**src/rtl/mux_n_arb_if.sv**
```systemverilog
// rtl/mux_n_arb_if.sv - channel/output handshake bundle for the N-input selector
interface mux_n_arb_if #(
    parameter int WIDTH = 32,
    parameter int N     = 4,
    parameter int SEL_W = 2
);
    logic [N*WIDTH-1:0] In_Data;
    logic [N-1:0]       In_Valid;
    logic [N-1:0]       In_Ready;
    logic [SEL_W-1:0]   In_Sel;
    logic [WIDTH-1:0]   Out_Data;
    logic               Out_Valid;
    logic               Out_Ready;
    logic [SEL_W-1:0]   Out_Chan;

    modport slave (
        input  In_Data,
        input  In_Valid,
        input  In_Sel,
        input  Out_Ready,
        output In_Ready,
        output Out_Data,
        output Out_Valid,
        output Out_Chan
    );

    modport master (
        output In_Data,
        output In_Valid,
        output In_Sel,
        output Out_Ready,
        input  In_Ready,
        input  Out_Data,
        input  Out_Valid,
        input  Out_Chan
    );
endinterface

```
**src/rtl/mux_n_arb.sv**
```systemverilog
// rtl/mux_n_arb.sv - N-input handshake selector, explicit-select or round-robin, registered output
module mux_n_arb #(
    parameter int WIDTH = 32,
    parameter int N     = 4,
    parameter int SEL_W = 2,
    parameter int MODE  = 0
) (
    input  logic          clk,
    input  logic          rst,
    mux_n_arb_if.slave    bus
);
    localparam logic [SEL_W-1:0] LAST = SEL_W'(N - 1);

    logic               out_valid_q;
    logic [WIDTH-1:0]   out_data_q;
    logic [SEL_W-1:0]   out_chan_q;
    logic [SEL_W-1:0]   ptr_q;

    logic               can_accept;
    logic               grant_ok;
    logic [SEL_W-1:0]   grant;
    logic [SEL_W-1:0]   scan_idx;
    int                 scan_sum;
    logic [N-1:0]       ready;
    logic               xfer;
    logic [WIDTH-1:0]   chan_data [N];
    logic [WIDTH-1:0]   sel_data;

    for (genvar i = 0; i < N; i++) begin : g_unpack
        assign chan_data[i] = bus.In_Data[i*WIDTH +: WIDTH];
    end

    assign can_accept = !out_valid_q || bus.Out_Ready;

    // Round-robin scan runs from the far offset back to ptr so the closest valid channel wins.
    always_comb begin
        grant    = '0;
        grant_ok = 1'b0;
        scan_sum = 0;
        scan_idx = '0;
        if (MODE == 0) begin
            grant    = (bus.In_Sel < LAST) ? bus.In_Sel : LAST;
            grant_ok = 1'b1;
        end else begin
            for (int k = N - 1; k >= 0; k--) begin
                scan_sum = int'(ptr_q) + k;
                if (scan_sum >= N) begin
                    scan_sum = scan_sum - N;
                end
                scan_idx = SEL_W'(scan_sum);
                if (bus.In_Valid[scan_idx]) begin
                    grant    = scan_idx;
                    grant_ok = 1'b1;
                end
            end
        end
    end

    always_comb begin
        ready = '0;
        if (!rst && grant_ok && can_accept) begin
            ready[grant] = 1'b1;
        end
    end

    assign xfer     = ready[grant] && bus.In_Valid[grant];
    assign sel_data = chan_data[grant];

    always_ff @(posedge clk or posedge rst) begin
        if (rst) begin
            out_valid_q <= 1'b0;
            out_data_q  <= '0;
            out_chan_q  <= '0;
            ptr_q       <= '0;
        end else begin
            if (xfer) begin
                out_valid_q <= 1'b1;
                out_data_q  <= sel_data;
                out_chan_q  <= grant;
            end else if (bus.Out_Ready) begin
                out_valid_q <= 1'b0;
            end
            // Pointer stays at zero in explicit-select builds.
            if (MODE == 1 && xfer) begin
                ptr_q <= (grant == LAST) ? '0 : grant + SEL_W'(1);
            end
        end
    end

    assign bus.In_Ready  = ready;
    assign bus.Out_Valid = out_valid_q;
    assign bus.Out_Data  = out_data_q;
    assign bus.Out_Chan  = out_chan_q;
endmodule

```
**src/flat_wrapper.sv**
```systemverilog
// flat-port wrapper written by rule: the top's interface ports become plain ports
module mux_n_arb_flat 
#(
    parameter int WIDTH = 32,
    parameter int N     = 4,
    parameter int SEL_W = 2,
    parameter int MODE  = 0
)
  (clk, rst, bus_In_Data, bus_In_Valid, bus_In_Sel, bus_Out_Ready, bus_In_Ready, bus_Out_Data, bus_Out_Valid, bus_Out_Chan);
  mux_n_arb_if #(.WIDTH(WIDTH), .N(N), .SEL_W(SEL_W)) bus_i ();
  input  logic clk;
  input  logic rst;
  input wire logic [$bits(bus_i.In_Data)-1:0] bus_In_Data;
  input wire logic [$bits(bus_i.In_Valid)-1:0] bus_In_Valid;
  input wire logic [$bits(bus_i.In_Sel)-1:0] bus_In_Sel;
  input wire logic [$bits(bus_i.Out_Ready)-1:0] bus_Out_Ready;
  output wire logic [$bits(bus_i.In_Ready)-1:0] bus_In_Ready;
  output wire logic [$bits(bus_i.Out_Data)-1:0] bus_Out_Data;
  output wire logic [$bits(bus_i.Out_Valid)-1:0] bus_Out_Valid;
  output wire logic [$bits(bus_i.Out_Chan)-1:0] bus_Out_Chan;
  assign bus_i.In_Data = bus_In_Data;
  assign bus_i.In_Valid = bus_In_Valid;
  assign bus_i.In_Sel = bus_In_Sel;
  assign bus_i.Out_Ready = bus_Out_Ready;
  assign bus_In_Ready = bus_i.In_Ready;
  assign bus_Out_Data = bus_i.Out_Data;
  assign bus_Out_Valid = bus_i.Out_Valid;
  assign bus_Out_Chan = bus_i.Out_Chan;
  mux_n_arb #(.WIDTH(WIDTH), .N(N), .SEL_W(SEL_W), .MODE(MODE)) u_core (.clk(clk), .rst(rst), .bus(bus_i));
endmodule
```
**config.mk**
```make
export PLATFORM = sky130hd
export DESIGN_NAME = mux_n_arb_flat
export DESIGN_NICKNAME = d
export VERILOG_FILES = /design/src/rtl/mux_n_arb_if.sv /design/src/rtl/mux_n_arb.sv /design/src/flat_wrapper.sv
export SDC_FILE = /design/constraint.sdc
export NUM_CORES = 1
export LEC_CHECK = 0
export CAP_MARGIN = 20
export CORE_MARGIN = 5
export CORE_UTILIZATION = 37
export DETAILED_ROUTE_END_ITERATION = 7
export PLACE_DENSITY = 0.87
export REMOVE_ABC_BUFFERS = 1
export SETUP_SLACK_MARGIN = 0.02
export SLEW_MARGIN = 10
export SYNTH_ARGS = -nofsm -noshare
export SYNTH_HDL_FRONTEND = slang
export SYNTH_SLANG_ARGS = --single-unit
```
**constraint.sdc**
```tcl
create_clock -name clk -period 3.9 [get_ports clk]
set_input_delay 0.585 -clock clk [delete_from_list [all_inputs] [get_ports clk]]
set_output_delay 0.585 -clock clk [all_outputs]
set_load 0.1 [all_outputs]
```
# ---- Word level (Yosys, flattened, before mapping)
# Cells that the tools add are included.
dict set report word_totals {
  regBits 35
  input_bits 137
  out_inout_bits 39
  elab_cells 28
}
dict set report classes {
  n_lt_le_gt_ge 4
  mux 13
  bitwise 1
  reduce_logical 7
}
# op n
set ops {}
lappend ops {{binary-select mux 32 bit (select 2 bit)} 1}
lappend ops {{2-to-1 mux 32 bit} 2}
lappend ops {{2-to-1 mux 1 bit} 5}
lappend ops {{binary-select mux 1 bit (select 2 bit)} 2}
lappend ops {{2-to-1 mux 4 bit} 1}
lappend ops {{greater-or-equal comparator 3 bit (second input constant)} 1}
lappend ops {{logical AND 1 bit} 3}
lappend ops {{< comparator 2 x 3 -> 1 bit (second input constant)} 1}
lappend ops {{inverter 2 -> 3 bit} 1}
lappend ops {{demux 1 bit (select 2 bit)} 1}
lappend ops {{greater-or-equal comparator 2 x 1 -> 1 bit (second input constant)} 1}
lappend ops {{logical NOT 1 bit} 2}
lappend ops {{< comparator 2 bit (second input constant)} 1}
lappend ops {{2-to-1 mux 2 bit} 1}
lappend ops {{nonzero test 2 bit} 1}
lappend ops {{logical OR 1 bit} 1}

# ---- Longest topological paths before layout
dict set report depth {
  word_depth 11
  ltp_mapped 5
  ltp_nobuf 3
}

# ---- Worst setup path before layout
# OpenSTA, ideal clock, no wires.
dict set report synth_timing {
  kind {in2out}
  startpoint {input rst}
  endpoint {output bus_In_Ready[0]}
  arrival_time_ps 3319
  t_required_ps 3315
  path_slack_ps -4
  stages 3
  path_buffers 0
  path_cell_list {inv_2 nand2_1 nor3_1}
}
dict set report synth_between {
  elab_chain_cells 3
}
# item line_no
set synth_rtl {}
lappend synth_rtl {{start: declaration} flat_wrapper.sv:12} ;# input logic rst;
lappend synth_rtl {{logical NOT 1 bit (no line)} n/a}
lappend synth_rtl {{logical AND 1 bit} mux_n_arb.sv:61} ;# if (!rst && grant_ok && can_accept) begin
lappend synth_rtl {{2-to-1 mux 4 bit} mux_n_arb.sv:61}
lappend synth_rtl {{end: declaration} flat_wrapper.sv:17} ;# output wire logic [$bits(bus_i.In_Ready)-1:0] bus_In_Ready;
# No other way between the ends.

# ---- Worst setup path in the final report
dict set report layout_timing {
  startpoint {input bus_In_Sel[0]}
  endpoint {output bus_In_Ready[3]}
}
dict set report layout_between {
  elab_chain_cells 7
}
# item line_no
set layout_rtl {}
lappend layout_rtl {{start: declaration} flat_wrapper.sv:15} ;# input wire logic [$bits(bus_i.In_Sel)-1:0] bus_In_Sel;
lappend layout_rtl {{< comparator 2 bit} mux_n_arb.sv:42} ;# grant = (bus.In_Sel < LAST) ? bus.In_Sel : LAST;
lappend layout_rtl {{2-to-1 mux 2 bit *} mux_n_arb.sv:42}
lappend layout_rtl {{< comparator 2 x 3 -> 1 bit (implied by the code) or greater-or-equal comparator 2 x 1 -> 1 bit (tied branches)} mux_n_arb.sv:62} ;# ready[grant] = 1'b1;
lappend layout_rtl {{logical AND 1 bit (implied by the code)} mux_n_arb.sv:62}
lappend layout_rtl {{2-to-1 mux 1 bit (implied by the code)} mux_n_arb.sv:62}
lappend layout_rtl {{demux 1 bit (select 2 bit) *} n/a}
lappend layout_rtl {{2-to-1 mux 4 bit *} mux_n_arb.sv:61}
# Mark *: on every way between the ends. The rest lies on a longest branch, timed or not.

==> metrics.cfg <==
[global_route]
grt-ovfl-total=0
grt_usage_pct=17.43
antenna_found_initial=0
grt_max_degree=39
grt_pass1_vias=2207
grt_pass1_wl_mm=10.50

[sta]
fin_crit_sh_pct=72.10
rsz0062_at_grt=no
slew_violations=0
finalSetupViolations=0
fin_skew_ns=0.002987
max_freq_mhz=355.6
setup_slack_ns=1.088
finalHoldViolCount=0
maxSlewHeadroom_pct=32.15
tightest_slew_ns=1.015
fin_setup_tns_ns=0
period_minus_slack_ns=2.812

[clock_tree]
root_buffer=clkbuf_8
cts_resized=0
ctsHoldBuffers=0
cts_buffers=5
clk_pin_slew_ns=0.07
postCtsSetupBuffers=0
cts_sinks=35
clock_latency_ns=0.28
clock_path_buffers=2
htree_levels=2
tritoncts=yes

[route]
wl_per_cell_um=18.78
drtIter0Drc=30
ant_nets=0
via_count=1950
wl_mm=7.135
first_pass_iters=4
via_per_inst=5.132
drc=0

[synthesis]
synth_area_mm2=0.002331
ys_types=19
synth_common_cells=35 x dfrtp_1, 20 x mux2_4, 19 x mux4_1, 14 x mux4_2, 10 x mux2_1
async_flop_share_pct=100.0
synth_largest_area_cell=dfrtp_1
ys_ff_latch=35
syn_inst=128
synth.most_common_cell=dfrtp_1
synth_ff_type=dfrtp_1
synth.avg_cell_area_um2=18.21
synthTopCellsByArea=dfrtp_1 38%, mux4_1 21%, mux4_2 14%, mux2_4 13%, mux2_1 4.8%
yosysTopAreaCellShare_pct=37.57
ys_seq_area_share_pct=37.57
yosysWarnings=0
synth-edff-count=0

[critical_path]
worstReg2RegStart=u_core.bus.Out_Valid
critical_path_class=in -> out
end_kind=output port
crit_arrival_ns=2.23
rr_endpoint=u_core.bus.Out_Data[15]
crit_fanout=36
cp.required_ns=3.31
r2r_slack_ns=2.15
reg2regPathDepth=3
startpoint_type=primary input

[run]
cap_violations=0

[floorplanning]
rows=29
initial_core_util_pct=37.35
io_pins=176
core_area_mm2=0.006241
die_x_um=89.37
die_h_um=89.37
die_area_mm2=0.007987

[place]
place_ws_ns=0.9823
place_area_mm2=0.004110
gp_congestion=0.7581
portBuffers=175
hpwl_mm=5.826

[hold_path]
hold_end=u_core.bus.Out_Data[17]
hold_depth=1
worstHoldStart=u_core.bus.Out_Data[17]
holdCritPathClass=reg -> reg

[cells_and_area]
areaGrowthSynthToFinish_pct=80.62
finalNetCount=439
insertedDiodeCount=0
finalInstanceArea_mm2=0.004210
final_util_pct=67.46
drive_gt1_share_pct=18.48

[pwr]
cellPowerDensity_mw_per_mm2=521.0
ir_drop_v=0.0003946
p_leak_nw=1.740

[outcome]
outcome=complete, no violations

## worst max-delay path by stage
| stage | cells after the start | endpoint | start | slack [ns] |
|---|---|---|---|---|
| floorplan | 3 | bus_In_Ready[0] | rst | -0.004 |
| global placement | 5 | u_core.bus.Out_Data[20] | bus_In_Sel[0] | 1.05 |
| detailed placement | 5 | u_core.bus.Out_Data[15] | bus_In_Sel[0] | 0.98 |
| CTS | 5 | bus_In_Ready[3] | bus_In_Sel[0] | 1.04 |
| global route | 5 | bus_In_Ready[3] | bus_In_Sel[0] | 0.98 |
| finish | 5 | bus_In_Ready[3] | bus_In_Sel[0] | 1.09 |
## state kept, by name, indices dropped and copies added (netlist names)
register              count
u_core.bus.Out_Valid      1
u_core.bus.Out_Chan       2
u_core.bus.Out_Data      32
## per-stage QoR
stage / std cells / power [mW] / hold slack, ns
after floorplan: 117 / 1.500 / 0.5665
after global routing: 380 / 2.277 / 0.5242
after CTS: 380 / 2.218 / 0.5046
final: 380 / 2.194 / 0.4992
after global placement: 372 / 1.905 / 0.4749
after detailed placement: 372 / 1.925 / 0.4801
## report_power, final
part	switching (mW)	internal [mW]	leakage [nW]
Combinational	0.933	0.452	1.28
Sequential	0.0577	0.465	0.410
Clock	0.124	0.161	0.0515
Total	1.12	1.08	1.74
## placed cells by master, fill, tap and decap left out, drive strengths merged
| master | netlist | layout |
|---|---|---|
| dfrtp | 35 | 35 |
| nand2b | 1 | 1 |
| clkbuf | 2 | 8 |
| a31oi | 1 | 1 |
| inv | 3 | 3 |
| nand3 | 2 | 2 |
| mux4 | 33 | 33 |
| clkdlybuf4s50 | 0 | 170 |
| nand2 | 2 | 2 |
| nor3 | 4 | 4 |
| buf | 9 | 8 |
| o2bb2ai | 1 | 1 |
| mux2 | 35 | 35 |
## layout make-up
cell class	count	area [µm²]
clock buffer	8	100.1
multi-input combinational	79	1355
sequential	35	875.8
fill	460	2031
inverter	3	11.26
tap	77	96.34
timing repair buffer	178	1772
## critical path: stages
cell	delay, ns
clkdlybuf4s50_1	0.45
buf_4	0.39
inv_1	0.14
nor3_1	0.41
buf_12	0.23
## logic make-up (layout without fill, tap and decap cells)
logic type	count (synthesis)	after routing	synth area share, %
muxes	68	68	55.07
DFF	35	35	37.57
buffers and inverters	14	189	4.294
and+or+nand+nor	9	9	2.416
AOI/OAI and AO/OA	2	2	0.6444
## per-layer routing
layer	vias to the layer above	track usage, %	share of wire [%]
met5	-	0	0
met4	0	4.601	0.85
met3	6	6.820	12
met2	108	32.62	53
met1	952	18.03	34
li1	884	-	-
No activity file was read; power rests on OpenSTA's default activity.
